### src/rtl/intersection_scheduler_pkg.sv
// -----------------------------------------------------------------------------
// intersection_scheduler_pkg
// Shared definitions for the two-road intersection scheduler:
//   - phase_e     : state codes 0..6 (also exported on the debug phase port)
//   - LAMP_*      : {red, yellow, green} lamp encodings for one signal head
//   - lamps_t     : both heads plus the pedestrian walk lamp
//   - decode_lamps: maps a phase to the lamp pattern it shows
// -----------------------------------------------------------------------------
package intersection_scheduler_pkg;

    typedef enum logic [2:0] {
        ST_NS_G = 3'd0,
        ST_NS_Y = 3'd1,
        ST_AR1  = 3'd2,
        ST_EW_G = 3'd3,
        ST_EW_Y = 3'd4,
        ST_AR2  = 3'd5,
        ST_PED  = 3'd6
    } phase_e;

    // Head encoding is {red, yellow, green}, one-hot.
    localparam logic [2:0] LAMP_R = 3'b100;
    localparam logic [2:0] LAMP_Y = 3'b010;
    localparam logic [2:0] LAMP_G = 3'b001;

    typedef struct packed {
        logic [2:0] ns;
        logic [2:0] ew;
        logic       walk;
    } lamps_t;

    // Anything unrecognised shows all-red: the safe fallback.
    function automatic lamps_t decode_lamps(input phase_e ph);
        lamps_t l;
        l.ns   = LAMP_R;
        l.ew   = LAMP_R;
        l.walk = 1'b0;
        case (ph)
            ST_NS_G: l.ns = LAMP_G;
            ST_NS_Y: l.ns = LAMP_Y;
            ST_AR1:  l.ns = LAMP_R;
            ST_EW_G: l.ew = LAMP_G;
            ST_EW_Y: l.ew = LAMP_Y;
            ST_AR2:  l.ew = LAMP_R;
            ST_PED:  l.walk = 1'b1;
            default: l.walk = 1'b0;
        endcase
        return l;
    endfunction

endpackage

### src/rtl/intersection_scheduler_phase_timer.sv
// -----------------------------------------------------------------------------
// phase_timer
// Dwell counter for the intersection FSM. Clears when the FSM changes state,
// otherwise counts up and saturates at all-ones so a long-held phase never
// wraps back into a "just entered" count.
// Ports:
//   clk      in   clock, rising edge
//   rst_n    in   asynchronous active-low reset
//   i_clear  in   clear to zero on this edge (state change)
//   o_count  out  CNT_W-bit current count
// -----------------------------------------------------------------------------
module phase_timer #(
    parameter int unsigned CNT_W = 8
) (
    input  logic             clk,
    input  logic             rst_n,
    input  logic             i_clear,
    output logic [CNT_W-1:0] o_count
);

    localparam logic [CNT_W-1:0] ONE = {{(CNT_W-1){1'b0}}, 1'b1};

    logic [CNT_W-1:0] r_count;

    // Clear / saturating increment.
    always_ff @(posedge clk or negedge rst_n) begin
        if (!rst_n) begin
            r_count <= '0;
        end else if (i_clear) begin
            r_count <= '0;
        end else if (!(&r_count)) begin
            r_count <= r_count + ONE;
        end else begin
            r_count <= r_count;
        end
    end

    assign o_count = r_count;

endmodule

### src/rtl/intersection_scheduler.sv
// -----------------------------------------------------------------------------
// intersection_scheduler
// Sequences the NS (main) and EW (side) signal heads of a two-road
// intersection. NS green is the default; EW vehicle requests and pedestrian
// requests are latched and served after the NS minimum green, always through
// yellow and an all-red clearance.
//
// Optional feature macro: PED_WALK_EN
//   defined   : a pedestrian request inserts an all-red PED phase with walk=1
//   undefined : a pedestrian request is treated as an EW request, walk=0
//
// Ports:
//   clk        in   clock, rising edge
//   reset      in   asynchronous active-low reset
//   ew_sensor  in   EW vehicle present (level or pulse)
//   ped_btn    in   pedestrian request (pulse)
//   ns_r/y/g   out  NS head, one-hot, registered
//   ew_r/y/g   out  EW head, one-hot, registered
//   walk       out  pedestrian walk lamp, registered
//   phase      out  current state code (debug)
// -----------------------------------------------------------------------------
module intersection_scheduler
    import intersection_scheduler_pkg::*;
#(
    parameter int unsigned CNT_W   = 8,
    parameter int unsigned NS_MIN  = 8,
    parameter int unsigned EW_GRN  = 6,
    parameter int unsigned YEL     = 3,
    parameter int unsigned ALL_RED = 1,
    parameter int unsigned WALK    = 5
) (
    input  logic       clk,
    input  logic       reset,
    input  logic       ew_sensor,
    input  logic       ped_btn,
    output logic       ns_r,
    output logic       ns_y,
    output logic       ns_g,
    output logic       ew_r,
    output logic       ew_y,
    output logic       ew_g,
    output logic       walk,
    output logic [2:0] phase
);

    // A dwell of D cycles ends when the timer reads D-1.
    localparam logic [CNT_W-1:0] NS_MIN_M1  = CNT_W'(NS_MIN - 1);
    localparam logic [CNT_W-1:0] EW_GRN_M1  = CNT_W'(EW_GRN - 1);
    localparam logic [CNT_W-1:0] YEL_M1     = CNT_W'(YEL - 1);
    localparam logic [CNT_W-1:0] ALL_RED_M1 = CNT_W'(ALL_RED - 1);
    localparam logic [CNT_W-1:0] WALK_M1    = CNT_W'(WALK - 1);

`ifdef PED_WALK_EN
    localparam logic PED_EN = 1'b1;
`else
    localparam logic PED_EN = 1'b0;
`endif

    phase_e           r_state;
    phase_e           w_next_state;
    logic [CNT_W-1:0] w_timer;
    logic             w_state_change;
    logic             w_enter_ew_g;
    logic             w_clr_ped;
    logic             w_req;
    logic             w_ew_pend_nxt;
    logic             w_ped_pend_nxt;
    lamps_t           w_lamps;

    logic             r_ew_pend;
    logic             r_ped_pend;
    logic [2:0]       r_ns;
    logic [2:0]       r_ew;
    logic             r_walk;

    phase_timer #(
        .CNT_W (CNT_W)
    ) u_timer (
        .clk     (clk),
        .rst_n   (reset),
        .i_clear (w_state_change),
        .o_count (w_timer)
    );

    // Either latched request (vehicle or pedestrian) ends the NS green.
    assign w_req = r_ew_pend | r_ped_pend;

    // Next-state selection from the current phase, dwell timer and latches.
    always_comb begin
        w_next_state = r_state;
        case (r_state)
            ST_NS_G: begin
                if ((w_timer >= NS_MIN_M1) && w_req) begin
                    w_next_state = ST_NS_Y;
                end else begin
                    w_next_state = ST_NS_G;
                end
            end
            ST_NS_Y: begin
                if (w_timer == YEL_M1) begin
                    w_next_state = ST_AR1;
                end else begin
                    w_next_state = ST_NS_Y;
                end
            end
            ST_AR1: begin
                if (w_timer == ALL_RED_M1) begin
                    w_next_state = (PED_EN && r_ped_pend) ? ST_PED : ST_EW_G;
                end else begin
                    w_next_state = ST_AR1;
                end
            end
            ST_EW_G: begin
                if (w_timer == EW_GRN_M1) begin
                    w_next_state = ST_EW_Y;
                end else begin
                    w_next_state = ST_EW_G;
                end
            end
            ST_EW_Y: begin
                if (w_timer == YEL_M1) begin
                    w_next_state = ST_AR2;
                end else begin
                    w_next_state = ST_EW_Y;
                end
            end
            ST_AR2: begin
                if (w_timer == ALL_RED_M1) begin
                    w_next_state = ST_NS_G;
                end else begin
                    w_next_state = ST_AR2;
                end
            end
            ST_PED: begin
                // PED is already all-red, so NS_G can follow with no clearance.
                if (w_timer == WALK_M1) begin
                    w_next_state = r_ew_pend ? ST_EW_G : ST_NS_G;
                end else begin
                    w_next_state = ST_PED;
                end
            end
            default: begin
                w_next_state = ST_NS_G;
            end
        endcase
    end

    assign w_state_change = (w_next_state != r_state);
    assign w_enter_ew_g   = (w_next_state == ST_EW_G) && (r_state != ST_EW_G);

`ifdef PED_WALK_EN
    assign w_clr_ped = (w_next_state == ST_PED) && (r_state != ST_PED);
`else
    // Without a walk phase the EW green is what serves the pedestrian.
    assign w_clr_ped = w_enter_ew_g;
`endif

    // Clear beats a same-cycle set: the green being entered serves that request.
    assign w_ew_pend_nxt  = w_enter_ew_g ? 1'b0 : (r_ew_pend | ew_sensor);
    assign w_ped_pend_nxt = w_clr_ped    ? 1'b0 : (r_ped_pend | ped_btn);

    // Lamps are decoded from the next state so they switch with the state.
    always_comb begin
        w_lamps = decode_lamps(w_next_state);
    end

    // State, request latches and registered lamp outputs.
    always_ff @(posedge clk or negedge reset) begin
        if (!reset) begin
            r_state    <= ST_NS_G;
            r_ew_pend  <= 1'b0;
            r_ped_pend <= 1'b0;
            r_ns       <= LAMP_G;
            r_ew       <= LAMP_R;
            r_walk     <= 1'b0;
        end else begin
            r_state    <= w_next_state;
            r_ew_pend  <= w_ew_pend_nxt;
            r_ped_pend <= w_ped_pend_nxt;
            r_ns       <= w_lamps.ns;
            r_ew       <= w_lamps.ew;
            r_walk     <= w_lamps.walk & PED_EN;
        end
    end

    assign ns_r  = r_ns[2];
    assign ns_y  = r_ns[1];
    assign ns_g  = r_ns[0];
    assign ew_r  = r_ew[2];
    assign ew_y  = r_ew[1];
    assign ew_g  = r_ew[0];
    assign walk  = r_walk;
    assign phase = r_state;

endmodule
### config.mk
export PLATFORM = sky130hd
export DESIGN_NAME = intersection_scheduler
export DESIGN_NICKNAME = d
export VERILOG_FILES = /design/src/rtl/intersection_scheduler_pkg.sv /design/src/rtl/intersection_scheduler_phase_timer.sv /design/src/rtl/intersection_scheduler.sv
export SDC_FILE = /design/constraint.sdc
export NUM_CORES = 1
export LEC_CHECK = 0
export CAP_MARGIN = 20
export CELL_PAD_IN_SITES_DETAIL_PLACEMENT = 1
export CELL_PAD_IN_SITES_GLOBAL_PLACEMENT = 1
export CORE_MARGIN = 3
export CORE_UTILIZATION = 30
export CTS_CLUSTER_SIZE = 10
export DETAILED_ROUTE_END_ITERATION = 6
export GPL_TIMING_DRIVEN = 0
export PLACE_DENSITY_LB_ADDON = 0.1
export SETUP_SLACK_MARGIN = 0.1
export SLEW_MARGIN = 20
export SYNTH_ARGS = -nofsm -noshare
export SYNTH_HDL_FRONTEND = slang
export SYNTH_SLANG_ARGS = --single-unit
### constraint.sdc
create_clock -name clk -period 5.6 [get_ports clk]
set_input_delay 0.56 -clock clk [delete_from_list [all_inputs] [get_ports clk]]
set_output_delay 0.56 -clock clk [all_outputs]
set_load 0.1 [all_outputs]
# Yosys cells after proc, flatten, opt, wreduce, memory -nomap -nowiden
# Cells that the tools add are included.
dict set report op_classes {
  n_addsub 1
  n_lt_le_gt_ge 1
  eq_ne 15
  n_mux 15
  bitwise_logic 3
  n_reduce_logical 6
}
# cell count
set ops {}
lappend ops {{3-bit case mux with 7 select lines} 1}
lappend ops {{8-bit by 3-bit equality test with 1-bit output, second input constant} 2}
lappend ops {{8-bit two-way mux} 2}
lappend ops {{3-bit equality test, second input constant} 4}
lappend ops {{3-bit case mux with 2 select lines} 2}
lappend ops {{3-bit by 2-bit equality test with 1-bit output, second input constant} 3}
lappend ops {{3-bit two-way mux} 3}
lappend ops {{8-bit by 1-bit adder with 8-bit output, second input constant} 1}
lappend ops {{8-bit by 2-bit equality test with 1-bit output, second input constant} 1}
lappend ops {{8-bit by 3-bit >= comparator with 1-bit output, second input constant} 1}
lappend ops {{8-bit zero test} 1}
lappend ops {{8-bit AND reduction} 1}
lappend ops {{3-bit by 1-bit equality test with 1-bit output, second input constant} 2}
lappend ops {{3-bit zero test} 2}
lappend ops {{1-bit two-way mux} 5}
lappend ops {{2-bit two-way mux} 2}
lappend ops {{3-bit by 2-bit != test with 1-bit output, second input constant} 1}
lappend ops {{3-bit != test} 1}
lappend ops {{1-bit OR} 3}
lappend ops {{1-bit logical AND} 2}
lappend ops {{2-bit by 1-bit != test with 1-bit output, second input constant} 1}
dict set report totals {
  reg_bits 19
  wordCells 47
}

# Longest topological paths before layout
# Gate-level depths: netlist (run 1).
dict set report depth {
  ltp_word 7
  ltp_mapped 7
}

# Modules after synthesis
# From an unflattened synthesis (run 1), not the netlist that was laid out.
dict set report hier_totals {
  hier_cells 122
  area_unflattened_um2 1138.6
}
# mod n_inst cells_each area_each_um2 seq_area_each_um2
set by_module_without_submodules {}
lappend by_module_without_submodules {intersection_scheduler 1 74 706.9 277.8}
lappend by_module_without_submodules {phase_timer 1 48 431.7 200.2}

# Least setup slack after synthesis (run 1)
# Ideal clock, no wire load.
dict set report synth_timing {
  path_kind {flip-flop to flip-flop}
  from {reg r_state[1], in the netlist phase[1]}
  to {reg u_timer.r_count[5], in the netlist u_timer.o_count[5]}
  t_arrival_ns 2.374
  t_required_ns 5.506
  setup_slack_ns 3.132
  path_stages_with_launch 7
  path_buffers 1
  period_less_slack_ns 2.468
  cell_sequence {dfrtp_1 clkbuf_1 nand3_1 a211oi_2 o22ai_1 or3_1 a221oi_2}
}
dict set report synth_between {
  elab_chain_cells 4
  word_cells_on_any_way 11
}
# element line_no
set synth_rtl {}
lappend synth_rtl {{from (decl)} intersection_scheduler.sv:59} ;# phase_e r_state;
lappend synth_rtl {{from (signal assigned)} intersection_scheduler.sv:177} ;# r_state <= w_next_state;
lappend synth_rtl {{3-bit equality test (tied with other cells)} intersection_scheduler.sv:91} ;# case (r_state)
lappend synth_rtl {{3-bit case mux with 7 select lines} intersection_scheduler.sv:91}
lappend synth_rtl {{3-bit != test (*)} intersection_scheduler.sv:148} ;# assign w_state_change = (w_next_state != r_state);
lappend synth_rtl {{2-bit by 1-bit != test with 1-bit output (no line) or 8-bit two-way mux (tied branches)} -}
lappend synth_rtl {{to (signal assigned)} intersection_scheduler_phase_timer.sv:32} ;# r_count <= r_count + ONE;
lappend synth_rtl {{to (signal assigned)} intersection_scheduler_phase_timer.sv:34} ;# r_count <= r_count;
lappend synth_rtl {{to (decl)} intersection_scheduler_phase_timer.sv:23} ;# logic [CNT_W-1:0] r_count;
# Every way passes the cells marked *; elsewhere a longest branch is shown, timed or not.
# A chain may end at the register's enable or synchronous reset.

# Worst setup path after layout (run 1)
dict set report layout_timing {
  from {reg r_state[1], in the netlist phase[1]}
  to {out phase[1]}
}
# element line_no
set layout_lines {}
lappend layout_lines {{to (decl)} intersection_scheduler.sv:43} ;# output logic [2:0] phase
# No word-level cell between the ends.

==> results.ini, run 1 <==
[outcome]
status = finished clean

[global_routing]
grt-ovfl-total = 0
track_usage_pct = 14.2
grt_max_degree = 20
antenna_found_initial = 0
grt_pass1_vias = 1111
grt_pass1_wl_um = 5600

[worst_setup_path]
start_kind = register
regToRegStartpoint = u_timer.o_count[0]
startpoint = phase[1]
crit_buf_inv = 1
path_class = register to output pin
cp_top_family = buffers and inverters
cp.required_ps = 5040
arrival_ps = 1930
crit_path_top_delay_cell = clkdlybuf4s50_1
end_kind = output pin
crit_path_max_fanout = 7
path_cells = clkdlybuf4s50_1
critPathMaxStageDelay_ps = 1180

[route]
dr_total_vias = 1073
wire_per_inst_um = 17.0
drt_wl_total_um = 3310
drc = 0
first_iter_violations = 35
dr.pass1.iters = 4
vias_per_cell = 5.50
ant_nets = 0

[worst_hold_path]
hold_class = register to register
min_from = r_ped_pend

[timing]
tightest_slew_ps = 968
hold_slack_ps = 504
hold_viol = 0
rsz0062_at_grt = false
relSlewSlack_pct = 35.2
finalSetupTns_ps = 0
min_period_ps = 2490
fin_skew_ps = 2.76
fin_ws_ps = 3110
fmax_mhz = 402
setup_viol = 0
fin_crit_sh_pct = 44.4
drv_slew = 0

[power]
combPwrFrac_pct = 60.6
p_sw_share_pct = 54.2
p_switching_mw = 0.419
peakVddDrop_mv = 0.165
power_density_mw_per_mm2 = 530
seqPwrFrac_pct = 26.6
clockPowerShare_pct = 12.9
p_leak_nw = 0.595
internal_power_mw = 0.355

[floorplan]
die_w_um = 70.1
rows = 22
die_h_um = 70.1
core-area_sq_mm = 0.00380
start_util_pct = 32.5
pin_count = 14
die_area_sq_mm = 0.00492

[cells_and_area]
diodes = 0
fin_nets = 156
areaGrowthSynthToFinish_pct = 18.4
fin_util_pct = 38.4
design_area_sq_mm = 0.00146
drive_above_1_share_pct = 13.6

[cts]
cts_sinks = 19
cts_hold_buf = 0
cts_tree = built
clk_path_buf_depth = 2
ctsHtreeMaxLevel = 1
clk_pin_slew_worst_paths_ps = 80
clock_latency_ps = 260
cts_buffers = 3
cts_root_buf = clkbuf_8
post_cts_resized = 0
postCtsSetupBuffers = 0

[logic_synthesis]
ys.flop_type = dfrtp_1
ys_seq_area_share_pct = 38.7
syn_inst = 131
async_flop_share_pct = 100
synth_common_cells = dfrtp_1, nor2_1, nand3_1, a21oi_1, nand2_1
syn-num-nets = 139
yosys.area.top_type = dfrtp_1
synthTopCellsByArea = dfrtp_1, dfstp_2, ha_1
synth_top_area_share_pct = 34.5
synthDistinctLibCells = 51
synth_area_per_cell_sq_um = 9.42
yosys_warnings = 0
yosysMostFrequentCell = dfrtp_1
synthesis.area_sq_mm = 0.00123
synth-edff-count = 0
synth_seq_cells = 19

[placement]
gp_congestion = 0.750
hpwl_um = 2470
post_dp_cell_area_sq_mm = 0.00141
io_buffers = 12
dp_slack_ps = 3270

[flow_run]
maxCapViolCount = 0

==> layout by cell type (no fill, tap or decap), types with 3 or more instances in the layout <==
cell	count
clkbuf_1	3
nand2_1	7
clkdlybuf4s50_1	12
clkbuf_8	3
ha_1	4
o21ai_0	5
nor2b_1	5
mux2i_1	4
nand3_1	10
a21oi_1	9
nand2b_1	3
and3_1	5
inv_1	3
dfrtp_1	17
nor2_1	11
==> metrics by stage <==
stage	std cells	power, mW
finish	195	0.774
detailed placement	191	0.679
CTS	195	0.782
global route	195	0.824
floorplan	131	0.561
global placement	191	0.670
==> flip-flops by register name, indices dropped and copies added, names as in the netlist <==
| register | count |
|---|---|
| r_ns | 3 |
| u_timer.o_count | 8 |
| phase | 3 |
| r_ew | 3 |
| r_ew_pend | 1 |
| r_ped_pend | 1 |
==> worst register-to-register path, stage by stage, from the launching register on <==
cell and delay [ps]:
dfrtp_1 470, inv_1 120, ha_1 170, or3b_2 470
a211oi_2 270, o22ai_1 140, or3_1 390, a221oi_2 270
==> power by group through the flow <==
stage | Sequential (mW) | Clock, mW | Combinational [mW]
floorplan | 0.356 | 0 | 0.205
global placement | 0.205 | 0 | 0.465
detailed placement | 0.208 | 0 | 0.471
CTS | 0.206 | 0.104 | 0.472
global route | 0.211 | 0.109 | 0.505
finish | 0.205 | 0.0995 | 0.469
==> final cells by class <==
class | count | area [sq um]
multi-input cells | 101 | 702
fillers | 444 | 2340
repair buffers | 12 | 120
clock inverters | 1 | 5.00
clock buffers | 3 | 41.3
well taps | 48 | 60.1
inverters | 3 | 11.3
flip-flops and latches | 19 | 478
plain buffers | 8 | 42.5
==> cells by family after synthesis <==
kind of cell | share of synthesized area, %
buffers and inverters | 4.36
other | 0.304
AND/OR/NAND/NOR | 25.1
adder cells (fa/ha/maj) | 4.06
AO/OA/AOI/OAI | 21.9
multiplexers | 4.16
XOR/XNOR | 1.42
flip-flops | 38.7
==> final timing paths <==
path | depth (start not counted) | slack (ps) | to
worst min-delay path | 2 | 500 | r_ped_pend
max in group asynchronous | 1 | 4220 | u_timer.o_count[1]
worst max-delay path | 1 | 3110 | phase[1]
min in group asynchronous | 1 | 820 | phase[2]
worst min register to register | 2 | 500 | r_ped_pend
worst max register to register | 7 | 3220 | u_timer.o_count[5]
==> layer usage <==
| metal | global-route usage (%) | wire length (um) | vias up |
|---|---|---|---|
| met5 | 0 | 0 | - |
| met4 | 3.83 | 27 | 0 |
| met3 | 3.45 | 89 | 4 |
| met2 | 23.1 | 1610 | 16 |
| met1 | 18.9 | 1580 | 539 |
| li1 | - | - | 514 |
Power figures use the tool's default switching activity.
==> run 2, diff against run 1 <==
==> constraint.sdc (replaced) <==
create_clock -name clk -period 2.2 [get_ports clk]
set_input_delay 0.22 -clock clk [delete_from_list [all_inputs] [get_ports clk]]
set_output_delay 0.22 -clock clk [all_outputs]
set_load 0.1 [all_outputs]
==> results.ini, run 2 (synthesis gave the netlist of run 1 again) <==
[cells_and_area]
fin_nets = 160  ; was 156
layoutNonFillerInstCount = 199  ; was 195
final_cell_mix = dfrtp_1, nor2_1, a21oi_1, clkdlybuf4s50_1, nand3_1  ; was dfrtp_1, clkdlybuf4s50_1, nor2_1
diodes = 0  ; unchanged
largest_reg_flops = 8  ; unchanged
final_common_cell = dfrtp_1  ; unchanged
fin_util_pct = 41.5  ; was 38.4%
drive_above_1_share_pct = 29.8  ; was 13.6%
areaGrowthSynthToFinish_pct = 27.9  ; was 18.4%

[worst_setup_path]
start_kind = register  ; unchanged
reg2reg_depth = 6  ; was 7
cp.required_ps = 2390  ; was 5040 ps
crit_path_max_fanout = 6  ; was 7
regToRegStartpoint = u_timer.o_count[3]  ; was u_timer.o_count[0]
arrival_ps = 2360  ; was 1930 ps
end_kind = register  ; was output pin
reg2reg_setup_slack_ps = 30  ; was 3220 ps
reg2reg_to = r_ns[1]  ; was u_timer.o_count[5]
path_class = register to register  ; was register to output pin

[power]
power_density_mw_per_mm2 = 1320  ; was 530 mW/mm^2
peakVddDrop_mv = 0.588  ; was 0.165 mV
p_leak_nw = 0.647  ; was 0.595 nW

[global_routing]
grt.met2_usage_pct = 25.0  ; was 23.1%
grt_pass1_wl_um = 5690  ; was 5600 um
track_usage_pct = 14.7  ; was 14.2%
gr-usage-met3_pct = 2.30  ; was 3.45%
grt_max_degree = 20  ; unchanged
use_met1_pct = 19.0  ; was 18.9%
grt-ovfl-total = 0  ; unchanged
grt_pass1_vias = 1107  ; was 1111
antenna_found_initial = 0  ; unchanged
top_usage_layer = met2  ; unchanged

[placement]
dp_cells = 191  ; unchanged
gp_congestion = 0.734  ; was 0.750
io_buffers = 12  ; unchanged
hpwl_um = 2530  ; was 2470 um

[cts]
cts_tree = built  ; unchanged
cts_buffers = 3  ; unchanged
ctsHtreeMaxLevel = 1  ; unchanged
cts_root_buf = clkbuf_8  ; unchanged
clk_path_buf_depth = 2  ; unchanged
clk_pin_slew_worst_paths_ps = 70  ; was 80 ps
cts_sinks = 19  ; unchanged
clock_latency_ps = 250  ; was 260 ps

[timing]
hold_viol = 0  ; unchanged
rsz0062_at_grt = true  ; was false
relSlewSlack_pct = 35.0  ; was 35.2%
drv_slew = 0  ; unchanged
hold_slack_ps = 465  ; was 504 ps
fmax_mhz = 461
setup_viol = 0  ; unchanged
min_period_ps = 2170
fin_skew_ps = 1.76  ; was 2.76 ps
fin_crit_sh_pct = 98.7
tightest_slew_ps = 972  ; was 968 ps

[floorplan]
die_w_um = 70.1  ; unchanged
rows = 22  ; unchanged
die_area_sq_mm = 0.00492  ; unchanged
start_util_pct = 32.5  ; unchanged
core-area_sq_mm = 0.00380  ; unchanged
die_h_um = 70.1  ; unchanged
pin_count = 14  ; unchanged

[route]
drc = 0  ; unchanged
first_iter_violations = 76  ; was 35
drt_wl_total_um = 3510  ; was 3310 um
dr_total_vias = 1070  ; was 1073
wire_per_inst_um = 17.6  ; was 17.0 um
ant_nets = 0  ; unchanged
dr.pass1.iters = 3  ; was 4
vias_per_cell = 5.38  ; was 5.50

[flow_run]
maxCapViolCount = 0  ; unchanged

[worst_hold_path]
hold_class = input port to asynchronous set/reset pin  ; was register to register

[outcome]
status = finished clean  ; unchanged

==> run 2: cell count changes in the layout (fill, tap and decap cells not counted), sizes merged <==
cell	delta
buf	+4
clkdlybuf4s50	-3
dlygate4sd2	+3
==> run 2: final cells by class <==
cell class	instances	area (sq um)
multi-input combinational	101	779
clock buffer	3	41.3
tap	48	60.1
buffer	8	46.3
timing repair buffer	16	146
sequential	19	488
clock inverter	1	5.00
inverter	3	11.3
fill	458	2220
==> run 2: through the flow <==
stage | total power [mW] | TNS, ps | setup WS [ps] | instance area [sq um]
after CTS | 2.06 | 0 | 28.3 | 1540
after floorplan | 1.44 | 0 | 106 | 1240
after global routing | 2.22 | -253 | -51.6 | 1580
after detailed placement | 1.75 | -690 | -89.4 | 1420
final | 2.08 | 0 | 28.5 | 1580
after global placement | 1.72 | -87.0 | -25.0 | 1420
==> run 2: metal layers <==
layer,vias up,wire length [um]
met1,538,1660
met5,-,0
met3,4,53
li1,520,-
met4,0,34
met2,8,1760
==> run 2: report_power, final <==
part           switching, mW  internal (mW)  total, mW
Clock                  0.118          0.126      0.244
Combinational          0.932          0.377       1.31
Sequential            0.0662          0.458      0.524
==> run 2: worst max path at each step <==
stage          slack, ps  cells past startpoint            endpoint               start
3_5_place_dp         -90                      6  u_timer.o_count[1]  u_timer.o_count[7]
3_3_place_gp         -20                      6             r_ns[1]  u_timer.o_count[3]
2_1_floorplan        110                      6  u_timer.o_count[5]  u_timer.o_count[3]
4_1_cts               30                      6             r_ns[1]  u_timer.o_count[3]
5_1_grt              -50                      6             r_ns[1]  u_timer.o_count[3]
6_report              30                      6             r_ns[1]  u_timer.o_count[3]
==> run 2: worst max-delay path, cell delays in order (launching register included) <==
cell,delay (ps)
dfrtp_2,420
or4_4,530
buf_6,160
or2_4,270
o221a_1,230
or3_4,370
a21oi_2,110
==> run 2: repair_timing <==
item | 4_1_cts | 5_1_grt
setup buffers | 3 | 1
setup endpoints to repair | 17 | 14
pin swaps | 4 | 1
hold buffers | 0 | 0
resized for setup | 17 | 10
cloned | 0 | 0
